File: config.mk
export PLATFORM = sky130hd
export DESIGN_NAME = fwd_result_pipe_flat
export DESIGN_NICKNAME = d
export VERILOG_FILES = /design/src/rtl/fwd_result_pipe_pkg.sv /design/src/rtl/fwd_result_pipe_if.sv /design/src/rtl/fwd_result_pipe_wb_stage_reg.sv /design/src/rtl/fwd_result_pipe.sv /design/src/flat_wrapper.sv
export SDC_FILE = /design/constraint.sdc
export NUM_CORES = 1
export LEC_CHECK = 0
export ABC_AREA = 1
export CAP_MARGIN = 25
export CELL_PAD_IN_SITES_DETAIL_PLACEMENT = 1
export CELL_PAD_IN_SITES_GLOBAL_PLACEMENT = 2
export CORE_MARGIN = 2
export CORE_UTILIZATION = 21
export DETAILED_ROUTE_END_ITERATION = 12
export PLACE_DENSITY = 0.89
export SETUP_SLACK_MARGIN = 0.2
export SYNTH_ARGS = -nofsm -noshare
export SYNTH_HDL_FRONTEND = slang
export SYNTH_SLANG_ARGS = --single-unit
export TNS_END_PERCENT = 50
File: constraint.sdc
create_clock -name clk -period 1.6 [get_ports clk]
set_clock_uncertainty 0.05 [all_clocks]
set_input_delay 0.48 -clock clk [delete_from_list [all_inputs] [get_ports clk]]
set_output_delay 0.48 -clock clk [all_outputs]
set_load 0.005 [all_outputs]
File: src/rtl/fwd_result_pipe_pkg.sv
// Shared core definitions for the result pipeline: widths, forwarding select
// codes, the per-stage writeback record and the operand forwarding mux.
package core_pkg;

  localparam int XLEN    = 32;
  localparam int RADDR_W = 5;

  typedef enum logic [1:0] {
    FWD_RF = 2'b00,
    FWD_M  = 2'b01,
    FWD_W  = 2'b10,
    FWD_U  = 2'b11
  } fwd_sel_e;

  typedef struct packed {
    logic [RADDR_W-1:0] rd;
    logic               regwrite;
    logic               is_load;
    logic [XLEN-1:0]    data;
  } stage_wb_t;

  // Selects one E-stage operand source; every code is a legal source.
  function automatic logic [XLEN-1:0] fwd_mux(
    input logic [1:0]      sel,
    input logic [XLEN-1:0] rf_val,
    input logic [XLEN-1:0] m_val,
    input logic [XLEN-1:0] w_val,
    input logic [XLEN-1:0] u_val
  );
    logic [XLEN-1:0] val;
    case (fwd_sel_e'(sel))
      FWD_RF: val = rf_val;
      FWD_M:  val = m_val;
      FWD_W:  val = w_val;
      FWD_U:  val = u_val;
    endcase
    return val;
  endfunction

endpackage

File: src/rtl/fwd_result_pipe_if.sv
// Bus between the E-stage datapath / forwarding unit and the result pipeline.
// master drives the E-stage inputs; slave is the pipeline itself.
interface fwd_result_pipe_if;
  import core_pkg::*;

  logic               hold_i;
  logic               flush_i;
  logic [RADDR_W-1:0] rdE;
  logic               RegWriteE;
  logic               is_loadE;
  logic [XLEN-1:0]    alu_resultE;
  logic [XLEN-1:0]    mem_rdataW;
  logic [XLEN-1:0]    rs1_rf;
  logic [XLEN-1:0]    rs2_rf;
  logic [1:0]         fwd_path_A;
  logic [1:0]         fwd_path_B;

  logic [RADDR_W-1:0] rdM;
  logic [RADDR_W-1:0] rdW;
  logic [RADDR_W-1:0] rdU;
  logic               RegWriteM;
  logic               RegWriteW;
  logic               RegWriteU;
  logic [XLEN-1:0]    resultW;
  logic [XLEN-1:0]    operand_A;
  logic [XLEN-1:0]    operand_B;
  logic               load_use_stall;

  modport master (
    output hold_i, flush_i, rdE, RegWriteE, is_loadE, alu_resultE,
           mem_rdataW, rs1_rf, rs2_rf, fwd_path_A, fwd_path_B,
    input  rdM, rdW, rdU, RegWriteM, RegWriteW, RegWriteU,
           resultW, operand_A, operand_B, load_use_stall
  );

  modport slave (
    input  hold_i, flush_i, rdE, RegWriteE, is_loadE, alu_resultE,
           mem_rdataW, rs1_rf, rs2_rf, fwd_path_A, fwd_path_B,
    output rdM, rdW, rdU, RegWriteM, RegWriteW, RegWriteU,
           resultW, operand_A, operand_B, load_use_stall
  );

endinterface

File: src/rtl/fwd_result_pipe_wb_stage_reg.sv
// One writeback-tracking pipeline register. Priority: rst > hold > bubble > load.
module wb_stage_reg
  import core_pkg::*;
(
  input  logic      clk,
  input  logic      rst,
  input  logic      hold,
  input  logic      bubble,
  input  stage_wb_t d,
  output stage_wb_t q
);

  // NOTE: sequential state uses non-blocking assignments so every stage
  // samples its neighbour's pre-edge value and the chain shifts by one.
  always_ff @(posedge clk) begin
    if (rst) begin
      q <= '0;
    end else if (!hold) begin
      if (bubble) begin
        q <= '0;
      end else begin
        q <= d;
      end
    end
  end

endmodule

File: src/rtl/fwd_result_pipe.sv
// Producer side of operand forwarding: tracks rd/RegWrite/result through M, W
// and U, muxes the E-stage operands and raises the load-use bubble.
module fwd_result_pipe
  import core_pkg::*;
(
  input  logic            clk,
  input  logic            rst,
  fwd_result_pipe_if.slave bus
);

  stage_wb_t       m_d;
  stage_wb_t       m_q;
  stage_wb_t       w_q;
  stage_wb_t       u_d;
  stage_wb_t       u_q;
  logic [XLEN-1:0] result_w;
  logic            load_use;
  logic            bubble_m;
  logic            unused_u_is_load;

  assign m_d = '{rd:       bus.rdE,
                 regwrite: bus.RegWriteE,
                 is_load:  bus.is_loadE,
                 data:     bus.alu_resultE};

  // Load data only exists from W onward, so U captures the resolved result.
  assign result_w = w_q.is_load ? bus.mem_rdataW : w_q.data;

  assign u_d = '{rd:       w_q.rd,
                 regwrite: w_q.regwrite,
                 is_load:  w_q.is_load,
                 data:     result_w};

  // A load sitting in M has no data yet; a consumer selecting M must wait.
  assign load_use = m_q.is_load && m_q.regwrite && (m_q.rd != '0) &&
                    ((bus.fwd_path_A == FWD_M) || (bus.fwd_path_B == FWD_M));

  assign bubble_m = bus.flush_i || load_use;

  wb_stage_reg u_stage_m (
    .clk    (clk),
    .rst    (rst),
    .hold   (bus.hold_i),
    .bubble (bubble_m),
    .d      (m_d),
    .q      (m_q)
  );

  wb_stage_reg u_stage_w (
    .clk    (clk),
    .rst    (rst),
    .hold   (bus.hold_i),
    .bubble (1'b0),
    .d      (m_q),
    .q      (w_q)
  );

  wb_stage_reg u_stage_u (
    .clk    (clk),
    .rst    (rst),
    .hold   (bus.hold_i),
    .bubble (1'b0),
    .d      (u_d),
    .q      (u_q)
  );

  assign unused_u_is_load = u_q.is_load;

  assign bus.rdM            = m_q.rd;
  assign bus.rdW            = w_q.rd;
  assign bus.rdU            = u_q.rd;
  assign bus.RegWriteM      = m_q.regwrite;
  assign bus.RegWriteW      = w_q.regwrite;
  assign bus.RegWriteU      = u_q.regwrite;
  assign bus.resultW        = result_w;
  assign bus.load_use_stall = load_use;

  // M forwards its ALU value; a load there is covered by the stall above.
  assign bus.operand_A = fwd_mux(bus.fwd_path_A, bus.rs1_rf, m_q.data,
                                 result_w, u_q.data);
  assign bus.operand_B = fwd_mux(bus.fwd_path_B, bus.rs2_rf, m_q.data,
                                 result_w, u_q.data);

endmodule

File: src/flat_wrapper.sv
// flat-port wrapper written by rule: the top's interface ports become plain ports
module fwd_result_pipe_flat import core_pkg::*;
  (clk, rst, bus_hold_i, bus_flush_i, bus_rdE, bus_RegWriteE, bus_is_loadE, bus_alu_resultE, bus_mem_rdataW, bus_rs1_rf, bus_rs2_rf, bus_fwd_path_A, bus_fwd_path_B, bus_rdM, bus_rdW, bus_rdU, bus_RegWriteM, bus_RegWriteW, bus_RegWriteU, bus_resultW, bus_operand_A, bus_operand_B, bus_load_use_stall);
  fwd_result_pipe_if bus_i ();
  input  logic clk;
  input  logic rst;
  input wire logic [$bits(bus_i.hold_i)-1:0] bus_hold_i;
  input wire logic [$bits(bus_i.flush_i)-1:0] bus_flush_i;
  input wire logic [$bits(bus_i.rdE)-1:0] bus_rdE;
  input wire logic [$bits(bus_i.RegWriteE)-1:0] bus_RegWriteE;
  input wire logic [$bits(bus_i.is_loadE)-1:0] bus_is_loadE;
  input wire logic [$bits(bus_i.alu_resultE)-1:0] bus_alu_resultE;
  input wire logic [$bits(bus_i.mem_rdataW)-1:0] bus_mem_rdataW;
  input wire logic [$bits(bus_i.rs1_rf)-1:0] bus_rs1_rf;
  input wire logic [$bits(bus_i.rs2_rf)-1:0] bus_rs2_rf;
  input wire logic [$bits(bus_i.fwd_path_A)-1:0] bus_fwd_path_A;
  input wire logic [$bits(bus_i.fwd_path_B)-1:0] bus_fwd_path_B;
  output wire logic [$bits(bus_i.rdM)-1:0] bus_rdM;
  output wire logic [$bits(bus_i.rdW)-1:0] bus_rdW;
  output wire logic [$bits(bus_i.rdU)-1:0] bus_rdU;
  output wire logic [$bits(bus_i.RegWriteM)-1:0] bus_RegWriteM;
  output wire logic [$bits(bus_i.RegWriteW)-1:0] bus_RegWriteW;
  output wire logic [$bits(bus_i.RegWriteU)-1:0] bus_RegWriteU;
  output wire logic [$bits(bus_i.resultW)-1:0] bus_resultW;
  output wire logic [$bits(bus_i.operand_A)-1:0] bus_operand_A;
  output wire logic [$bits(bus_i.operand_B)-1:0] bus_operand_B;
  output wire logic [$bits(bus_i.load_use_stall)-1:0] bus_load_use_stall;
  assign bus_i.hold_i = bus_hold_i;
  assign bus_i.flush_i = bus_flush_i;
  assign bus_i.rdE = bus_rdE;
  assign bus_i.RegWriteE = bus_RegWriteE;
  assign bus_i.is_loadE = bus_is_loadE;
  assign bus_i.alu_resultE = bus_alu_resultE;
  assign bus_i.mem_rdataW = bus_mem_rdataW;
  assign bus_i.rs1_rf = bus_rs1_rf;
  assign bus_i.rs2_rf = bus_rs2_rf;
  assign bus_i.fwd_path_A = bus_fwd_path_A;
  assign bus_i.fwd_path_B = bus_fwd_path_B;
  assign bus_rdM = bus_i.rdM;
  assign bus_rdW = bus_i.rdW;
  assign bus_rdU = bus_i.rdU;
  assign bus_RegWriteM = bus_i.RegWriteM;
  assign bus_RegWriteW = bus_i.RegWriteW;
  assign bus_RegWriteU = bus_i.RegWriteU;
  assign bus_resultW = bus_i.resultW;
  assign bus_operand_A = bus_i.operand_A;
  assign bus_operand_B = bus_i.operand_B;
  assign bus_load_use_stall = bus_i.load_use_stall;
  fwd_result_pipe u_core (.clk(clk), .rst(rst), .bus(bus_i));
endmodule
==> run_results.csv <==
group,metric,value,unit
routing,dr.pass1.iters,5,
synthesis,avgSynthCellArea,6.83,um2
die,die_w,181,um
setup_path,crit_chain,"buf_12 -> buf_12 -> buf_12 -> buf_4 -> nand2_4 -> o21ai_4 -> buf_6 -> nand2_2 -> o2111ai_2 -> buf_2",
run_status,violations,"setup timing",
timing,drv_slew,0,
synthesis,synth_cell_type_count,18,
min_path,min_path_cells,3,
cts,clk_latency,0.42,ns
grt,antenna_found_initial,1,
synthesis,synthXorXnorAreaFrac,0,%
min_path,worstHoldStart,"bus_hold_i",
timing,maxSlewHeadroom,77.7,%
synthesis,synth_seq_area_share,35.3,%
setup_path,ff2ff_setup_slack,-0.02,ns
setup_path,reg2reg_from,"u_core.u_stage_w.q[32]",
layout,final_common_cell,"nand2_1",
grt,grt_max_degree,69,
pwr,power_density,800,nW/um2
setup_path,cpMostUsedCell,"buf_12",
setup_path,crit_fanout,5,
min_path,holdPathEnd,"u_core.u_stage_u.q[26]",
setup_path,cpLargestDelayFamily,"buffers and inverters",
setup_path,path_buf_inv,6,
die,core_area,30700,um2
timing,rsz0062_at_grt,"yes",
routing,antenna_left,0,
cts,root_buffer,"clkbuf_16",
placed_design,place_ws,-1.15,ns
grt,grt_first_pass_wirelength,49200,um
synthesis,synth_top_family_by_area,"compound AO/OA/AOI/OAI gates",
timing,period_share,151,%
grt,grt_pass1_vias,8416,
die,ios,258,
synthesis,synth_nets,1106,
timing,finalHoldViolations,0,
routing,num_vias,8240,
routing,via_per_inst,4.70,
synthesis,synth_compound_area_share,28.9,%
layout,drive_gt1_share,45.0,%
placed_design,place_congestion,0.801,
synthesis,syn_area,6580,um2
synthesis,synth-simple-area-share,18.0,%
setup_path,r2r_end,"u_core.u_stage_u.q[22]",
layout,seq_area,2350,um2
cts,h-tree-depth,4,
setup_path,arrival,1.88,ns
run_status,status,"finished with violations",
cts,hold_buffers,0,
layout,final_cell_area,13000,um2
die,start_util,21.4,%
synthesis,synth_seq_cells,116,
layout,filler_cell_count,3601,
job,cap_violations,0,
synthesis,muxShareOfSynthArea,0,%
placed_design,io_buffer_count,257,
pwr,ir_drop,0.703,mV
layout,final_cell_mix,"nand2_1, clkdlybuf4s50_1, buf_4",
cts,clkSinkCount,116,
layout,final_nets,1488,
synthesis,syn_inst,963,
setup_path,worst_setup_path_end_kind,"output pin",
timing,tightest_slew,0.334,ns
setup_path,crit_type,"reg -> out",
cts,cts_tree,"yes",
setup_path,crit_slowest_cell,"dfxtp_4",
timing,max_freq,414,MHz
cts,cts_buffer_depth,2,
grt,grtUsageTotal,19.6,%
cts,cts_buffers,17,
setup_path,rr_worst_depth,10,
setup_path,slowest_delay,0.39,ns
routing,drcViolationCount,0,
setup_path,cp.required,1.07,ns
cts,clkTransAtPathRegs,0.06,ns
routing,routedWlPerCell,19.7,um
synthesis,synthAdderAreaFrac,0,%
pwr,total_power,10.4,mW
synthesis,ys_warn_count,0,
layout,multi_input_area,4250,um2
routing,wl,34500,um
timing,worst_slack,-0.815,ns
timing,finalSetupViolations,98,
placed_design,dp_hpwl,21900,um
placed_design,dpl_cell_area,10800,um2
die,die_area,32800,um2
min_path,min_path_type,"in -> reg",
die,die-height,181,um
grt,overflow,0,
pwr,leakage,5.83,nW
timing,min_period,2.41,ns
layout,area_delta_synth_final,98.1,%
setup_path,start_kind,"register",
routing,drt_iter0_markers,351,
die,rows,64,
[cells in the mapped netlist, drive strengths merged]
master   instances  area [um2]
inv            105         394
clkinv           1        5.00
o2111ai         64         561
a21oi          104         521
dfxtp          116        2320
buf             84         616
nor2            30         113
nand3           41         210
nand2          230         863
clkbuf          40         151
o21ai          148         823
[flip-flops by register name, summed over array words and instances (netlist names)]
signal / flops
u_core.u_stage_w.q: 39
u_core.u_stage_u.q: 38
u_core.u_stage_m.q: 39
[report_power, final]
group | switching (mW) | total [mW] | internal (mW)
registers | 0.112 | 3.20 | 3.09
logic | 1.45 | 3.16 | 1.71
clock network | 1.55 | 4.06 | 2.51
[layer usage]
metal  track usage (%)  vias up  part of all wire, %
met5                 0        -                    0
met4              6.76        0                  2.4
met3              3.93       43                  4.0
met2              34.5      218                   51
met1              23.6     4021                   43
li1                  -     3958                    -
[worst reg2reg max path, cell delays in order, from the launching register on]
cell and delay [ns]:
dfxtp_4 0.39, buf_12 0.16, buf_12 0.13, buf_12 0.13, buf_4 0.14, nand2_4 0.06
o21ai_4 0.07, buf_6 0.13, buf_4 0.12, o21ai_2 0.10, inv_1 0.04
[layout make-up]
class,instances,share of cell area (%)
Timing Repair Buffer,487,37.6
Multi-Input combinational cell,617,32.6
Sequential cell,116,18.0
Tap cell,396,3.80
Clock buffer,18,3.37
Inverter,106,3.26
Clock inverter,14,1.36
Antenna cell,1,0.0192
[worst max-delay path by stage]
stage,start,endpoint,cells after the start
global placement,bus_fwd_path_B[1],bus_operand_B[29],6
finish,u_core.u_stage_w.q[32],bus_operand_B[22],10
floorplan,bus_fwd_path_A[0],bus_operand_A[10],4
global route,u_core.u_stage_w.q[32],bus_operand_B[22],10
detailed placement,bus_fwd_path_B[1],bus_operand_B[29],6
CTS,u_core.u_stage_w.q[32],bus_resultW[13],5
[metrics by stage]
step	hold WS (ns)	utilization [%]	TNS, ns	cells
floorplan	0.402	-	0	963
global placement	0.412	35.0	-121.96	1614
detailed placement	0.422	35.0	-124.39	1614
CTS	0.325	39.0	-60.65	1691
global route	0.351	42.4	-66.20	1754
finish	0.350	42.4	-58.94	1755
[logic make-up (layout without fill, tap and decap cells)]
group	count (synthesis)	count (layout)
AOI/OAI and AO/OA	316	316
and+or+nand+nor	301	301
buffers and inverters	230	625
DFF	116	116
other	0	1
[what timing repair did]
item,4_1_cts,5_1_grt
buffers inserted,36,61
hold endpoints to repair,0,0
pin swaps,19,59
gates cloned,9,2
resized for setup,369,282
setup endpoints to repair,154,160
Note: power is estimated with default switching activity, not from simulation.
